===== config.mk =====
export PLATFORM = sky130hd
export DESIGN_NAME = traffic_input_conditioner
export DESIGN_NICKNAME = d
export VERILOG_FILES = /design/src/rtl/traffic_pkg.sv /design/src/rtl/traffic_debounce.sv /design/src/rtl/traffic_input_conditioner.sv
export SDC_FILE = /design/constraint.sdc
export NUM_CORES = 1
export LEC_CHECK = 0
export ABC_AREA = 1
export CORE_MARGIN = 5
export CORE_UTILIZATION = 45
export CTS_CLUSTER_SIZE = 8
export DETAILED_ROUTE_END_ITERATION = 16
export PLACE_DENSITY = 0.73
export SLEW_MARGIN = 25
export SYNTH_ARGS = -nofsm -noshare
export SYNTH_HDL_FRONTEND = slang
export SYNTH_SLANG_ARGS = --single-unit

===== constraint.sdc =====
create_clock -name master_clock -period 2.6 [get_ports master_clock]
set_input_delay 0.52 -clock master_clock [delete_from_list [all_inputs] [get_ports master_clock]]
set_output_delay 0.52 -clock master_clock [all_outputs]
set_load 0.01 [all_outputs]

===== src/rtl/traffic_pkg.sv =====
// traffic_pkg: types and constants shared by the traffic light front end and
// the light FSM. Holds the debounce state encoding, the synchronizer depth and
// the light-state encodings the FSM uses on its output side.
package traffic_pkg;

  // Number of flops in each raw-input synchronizer chain.
  localparam int SYNC_STAGES = 2;

  // Debounce filter states: two stable states and two qualifying states.
  typedef enum logic [1:0] {
    S_LO   = 2'b00,
    S_RISE = 2'b01,
    S_HI   = 2'b10,
    S_FALL = 2'b11
  } db_state_t;

  // Light states driven by the FSM that consumes this block's outputs.
  typedef enum logic [1:0] {
    LIGHT_MAIN_GO   = 2'b00,
    LIGHT_MAIN_WARN = 2'b01,
    LIGHT_SIDE_GO   = 2'b10,
    LIGHT_SIDE_WARN = 2'b11
  } light_state_t;

  // The filtered level is 1 while stable high or while qualifying a fall.
  function automatic logic db_level(input db_state_t s);
    return (s == S_HI) || (s == S_FALL);
  endfunction

endpackage


===== src/rtl/traffic_debounce.sv =====
// traffic_debounce: 2-flop synchronizer, 4-state debounce filter and a
// one-cycle pulse on each rising edge of the filtered level.
// Build option TRAFFIC_INPUT_DEBOUNCE_EN: when defined the 4-state filter is
// present; when undefined the level is the synchronized input directly and
// DB_CYCLES has no effect.
module traffic_debounce
  import traffic_pkg::*;
#(
  parameter int DB_CYCLES = 1_000_000
) (
  input  logic master_clock,
  input  logic reset,
  input  logic raw,
  output logic level,
  output logic rise
);

  if (DB_CYCLES < 1) begin : g_bad_db_cycles
    $error("traffic_debounce: DB_CYCLES must be at least 1");
  end

  logic [SYNC_STAGES-1:0] sync_q;
  logic                   sync_in;
  logic                   level_d;
  logic                   level_q;

  // Two-flop chain to bring the asynchronous pin into the master clock domain.
  always_ff @(posedge master_clock or negedge reset) begin
    if (!reset) begin
      sync_q <= '0;
    end else begin
      sync_q <= {sync_q[SYNC_STAGES-2:0], raw};
    end
  end

  assign sync_in = sync_q[SYNC_STAGES-1];

`ifdef TRAFFIC_INPUT_DEBOUNCE_EN
  localparam int              CNT_W   = $clog2(DB_CYCLES + 1);
  localparam logic [CNT_W-1:0] CNT_MAX = CNT_W'(DB_CYCLES);
  localparam logic [CNT_W-1:0] CNT_ONE = CNT_W'(1);

  db_state_t        state_q;
  db_state_t        state_d;
  logic [CNT_W-1:0] cnt_q;
  logic [CNT_W-1:0] cnt_d;

  // Filter state and stability counter registers.
  always_ff @(posedge master_clock or negedge reset) begin
    if (!reset) begin
      state_q <= S_LO;
      cnt_q   <= '0;
    end else begin
      state_q <= state_d;
      cnt_q   <= cnt_d;
    end
  end

  // Next state: a change must be seen for DB_CYCLES consecutive cycles; the
  // counter only increments below CNT_MAX, so it can never wrap.
  always_comb begin
    state_d = state_q;
    cnt_d   = cnt_q;
    unique case (state_q)
      S_LO: begin
        if (sync_in) begin
          state_d = S_RISE;
          cnt_d   = CNT_ONE;
        end
      end
      S_RISE: begin
        if (!sync_in) begin
          state_d = S_LO;
          cnt_d   = '0;
        end else if (cnt_q == CNT_MAX) begin
          state_d = S_HI;
          cnt_d   = '0;
        end else begin
          cnt_d = cnt_q + CNT_ONE;
        end
      end
      S_HI: begin
        if (!sync_in) begin
          state_d = S_FALL;
          cnt_d   = CNT_ONE;
        end
      end
      S_FALL: begin
        if (sync_in) begin
          state_d = S_HI;
          cnt_d   = '0;
        end else if (cnt_q == CNT_MAX) begin
          state_d = S_LO;
          cnt_d   = '0;
        end else begin
          cnt_d = cnt_q + CNT_ONE;
        end
      end
      default: begin
        state_d = S_LO;
        cnt_d   = '0;
      end
    endcase
  end

  assign level_d = db_level(state_q);
`else
  assign level_d = sync_in;
`endif

  // Previous filtered level, used to find the first cycle the level reads 1.
  always_ff @(posedge master_clock or negedge reset) begin
    if (!reset) begin
      level_q <= 1'b0;
    end else begin
      level_q <= level_d;
    end
  end

  assign level = level_d;
  assign rise  = level_d & ~level_q;

endmodule


===== src/rtl/traffic_input_conditioner.sv =====
// traffic_input_conditioner: front end for the traffic light controller.
// Generates the slow state clock and its one-cycle tick from the master clock,
// and conditions the walk button and side-road sensor so the light FSM never
// sees raw asynchronous inputs.
// Build option TRAFFIC_INPUT_DEBOUNCE_EN: enables the 4-state debounce filters;
// without it the levels are the synchronized inputs (2-edge latency).
module traffic_input_conditioner
  import traffic_pkg::*;
#(
  parameter int CLK_HZ    = 100_000_000,
  parameter int TICK_HZ   = 1,
  parameter int DB_CYCLES = 1_000_000
) (
  input  logic master_clock,
  input  logic reset,
  input  logic walk_raw,
  input  logic sensor_raw,
  output logic slow_clock,
  output logic tick,
  output logic walk_level,
  output logic walk_press,
  output logic sensor_level
);

  localparam int DIV   = CLK_HZ / TICK_HZ;
  localparam int CNT_W = (DIV > 2) ? $clog2(DIV) : 1;

  localparam logic [CNT_W-1:0] CNT_HALF_END = CNT_W'(DIV / 2 - 1);
  localparam logic [CNT_W-1:0] CNT_END      = CNT_W'(DIV - 1);
  localparam logic [CNT_W-1:0] CNT_ONE      = CNT_W'(1);

  if ((DIV < 2) || ((DIV % 2) != 0)) begin : g_bad_div
    $error("traffic_input_conditioner: CLK_HZ/TICK_HZ must be even and at least 2");
  end

  logic [CNT_W-1:0] div_cnt_q;
  logic             half_end;
  logic             full_end;
  logic             sensor_press_unused;

  assign half_end = (div_cnt_q == CNT_HALF_END);
  assign full_end = (div_cnt_q == CNT_END);

  // Divider: count 0..DIV-1, toggle slow_clock at each half period and mark
  // the low-to-high transition with a registered one-cycle tick.
  always_ff @(posedge master_clock or negedge reset) begin
    if (!reset) begin
      div_cnt_q  <= '0;
      slow_clock <= 1'b0;
      tick       <= 1'b0;
    end else begin
      div_cnt_q <= full_end ? '0 : (div_cnt_q + CNT_ONE);
      if (half_end || full_end) begin
        slow_clock <= ~slow_clock;
      end
      tick <= half_end;
    end
  end

  traffic_debounce #(
    .DB_CYCLES(DB_CYCLES)
  ) u_walk_debounce (
    .master_clock(master_clock),
    .reset       (reset),
    .raw         (walk_raw),
    .level       (walk_level),
    .rise        (walk_press)
  );

  traffic_debounce #(
    .DB_CYCLES(DB_CYCLES)
  ) u_sensor_debounce (
    .master_clock(master_clock),
    .reset       (reset),
    .raw         (sensor_raw),
    .level       (sensor_level),
    .rise        (sensor_press_unused)
  );

endmodule


==> reports/qor.yml <==
viasPerCell: 4.93
gp_congestion: 0.875
setup_violations: 0
pre_cts_slack_ns: 1.08
setup.worst_path.end_class: "output pin"
synth_nets: 274
cts_max_level: 2
cts.sinks: 34
avgSynthCellArea_um2: 7.31
n_fill_cell: 409
dp_hpwl_um: 3080
rows: 24
finalNonFillerCells: 335
cts_tree: "built"
grt-ovfl-total: 0
final_nets: 287
p_per_area_nw_per_um2: 514
criticalPathCategory: "flop to output pin"
grt_pass1_wl_um: 7180
drive_gt1_share_pct: 9.19
drc_errors: 0
cts_root_buf: "clkbuf_8"
dr.pass1.iters: 4
power_mw: 1.15
relSlewSlack_pct: 71.7
stdcell_area_um2: 2240
fmax_mhz: 551
ir_drop_v: 0.000366
synth-xor-area-share_pct: 3.56
layout_setup_ws_ns: 0.784
wl_per_cell_um: 12.1
drv_cap: 0
cp_max_fo: 3
synth_simple_gate_area_share_pct: 42.4
status: "finished clean"
antenna_cells: 0
start_util_pct: 45.8
finalSetupTns_ns: 0
synth_compound_gate_area_share_pct: 2.35
finalClockSkew_ns: 0.00417
netlist_instances: 269
yosys.area_share.adder_pct: 0.636
post-place-cells: 327
antenna_found_initial: 0
cp-start-kind: "flop"
area.growth.synth_to_final_pct: 14.1
dieArea_um2: 5790
cp.required_ns: 2.08
hold_path_class: "flop to flop"
postCtsSetupRepairBufs: 0
synth_mux_area_share_pct: 0
antenna_left: 0
fp.dieH_um: 76.1
numPortBuffers: 8
p_leak_nw: 1.06
worst-endpoint-arrival_ns: 1.30
grt_max_degree: 35
period_minus_slack_ns: 1.82
clkLatencyLatePin_ns: 0.29
place_area_um2: 2100
grt_usage_pct: 15.3
fin_util_pct: 52.3
drt_iter0_drc: 82
post_cts_resized: 0
clockBufferDepth: 2
synth.ff_latch_count: 34
cts_made_buffers: 5
tightest_slew_ns: 0.425
core_um2: 4290
fin_crit_sh_pct: 69.8
cts_hold_buf: 0
ys_types: 24
dieWidth_um: 76.1
wirelength_um: 4040
hold_ws_ns: 0.353
grt_pass1_vias: 1612
synth_top_family_by_area: "simple AND/OR/NAND/NOR gates"
yosysSeqAreaShare_pct: 43.3
hold_viol_final: 0
clk_pin_slew_worst_paths_ns: 0.07
ios: 9
drv_slew: 0
syn_area_um2: 1970
dr_total_vias: 1651
rsz0062_at_grt: "false"
yosysWarningCount: 0
report_power, final:
group          internal, mW  total, mW  switching (mW)
Combinational       0.00911     0.0219          0.0128
Sequential            0.533      0.534         0.00125
Clock                 0.409      0.599           0.190
cells in the mapped netlist (all sizes together):
master | n | area share [%]
clkinv | 1 | 0.25
buf | 3 | 0.89
a21oi | 6 | 1.5
ha | 1 | 0.64
xor2 | 6 | 2.7
nor2 | 57 | 14
nor3 | 11 | 2.8
inv | 35 | 6.7
nand2 | 83 | 18
nor4 | 1 | 0.32
o22ai | 1 | 0.32
nand3b | 1 | 0.38
o21ai | 2 | 0.51
dfrtp | 34 | 43
nand3 | 16 | 4.1
xnor2 | 2 | 0.89
nand4 | 9 | 2.9
registers in the layout, indices dropped and copies added (netlist names):
signal                    count
div_cnt_q                    27
u_sensor_debounce.sync_q      2
u_walk_debounce.sync_q        2
slow_clock                    1
tick                          1
u_walk_debounce.level_q       1
final timing paths:
path / startpoint / endpoint / slack [ns] / cells after the start
max in group asynchronous: reset / div_cnt_q[15] / 1.66 / 2
setup / recovery: u_walk_debounce.sync_q[1] / walk_press / 0.78 / 3
min in group asynchronous: reset / div_cnt_q[4] / 0.64 / 2
setup reg to reg: div_cnt_q[0] / div_cnt_q[22] / 1.06 / 8
hold / removal: u_sensor_debounce.sync_q[0] / u_sensor_debounce.sync_q[1] / 0.35 / 0
hold reg to reg: u_sensor_debounce.sync_q[0] / u_sensor_debounce.sync_q[1] / 0.35 / 0
critical path, stage by stage, from the launching register on:
cell	delay, ns
dfrtp_1	0.36
inv_1	0.04
nor2_1	0.07
clkdlybuf4s50_1	0.53
placed cells by master, fill, tap and decap left out:
| master | count |
|---|---|
| nand2_1 | 77 |
| inv_1 | 35 |
| ha_1 | 1 |
| nor2_4 | 6 |
| xnor2_1 | 2 |
| buf_4 | 1 |
| xor2_1 | 6 |
| nand2_4 | 1 |
| nor4_1 | 1 |
| o22ai_1 | 1 |
| nand2_2 | 4 |
| nor2_2 | 3 |
| nand4_1 | 9 |
| a21oi_1 | 6 |
| dfrtp_1 | 34 |
| nor2_1 | 47 |
| nand2_8 | 1 |
| bufinv_16 | 2 |
| clkbuf_8 | 6 |
| nand3b_1 | 1 |
| clkinv_2 | 1 |
| nor3_1 | 11 |
| nand3_1 | 16 |
| nor2_8 | 1 |
| clkdlybuf4s50_1 | 8 |
| o21ai_0 | 2 |
area by class of cell:
class	instances	area (µm²)	share of cell area (%)
Inverter	36	136	6.08
Clock inverter	2	60.1	2.68
Tap cell	52	65.1	2.90
Multi-Input combinational cell	196	962	42.9
Sequential cell	34	851	37.9
Clock buffer	6	82.6	3.68
Timing Repair Buffer	9	87.6	3.90
routing by layer:
metal,up-vias,share of wire (%),GRT usage [%]
li1,865,-,-
met1,754,47,18.7
met2,28,48,24.7
met3,4,2.9,3.90
met4,0,2.0,7.87
met5,-,0,0
logic make-up (layout without fill, tap and decap cells):
group           count (synthesis)  count (layout)
flops                          34              34
compound gates                  9               9
fa+ha+maj                       1               1
xor+xnor                        8               8
simple gates                  178             178
buf+inv                        39              53
Power figures use the tool's default switching activity.
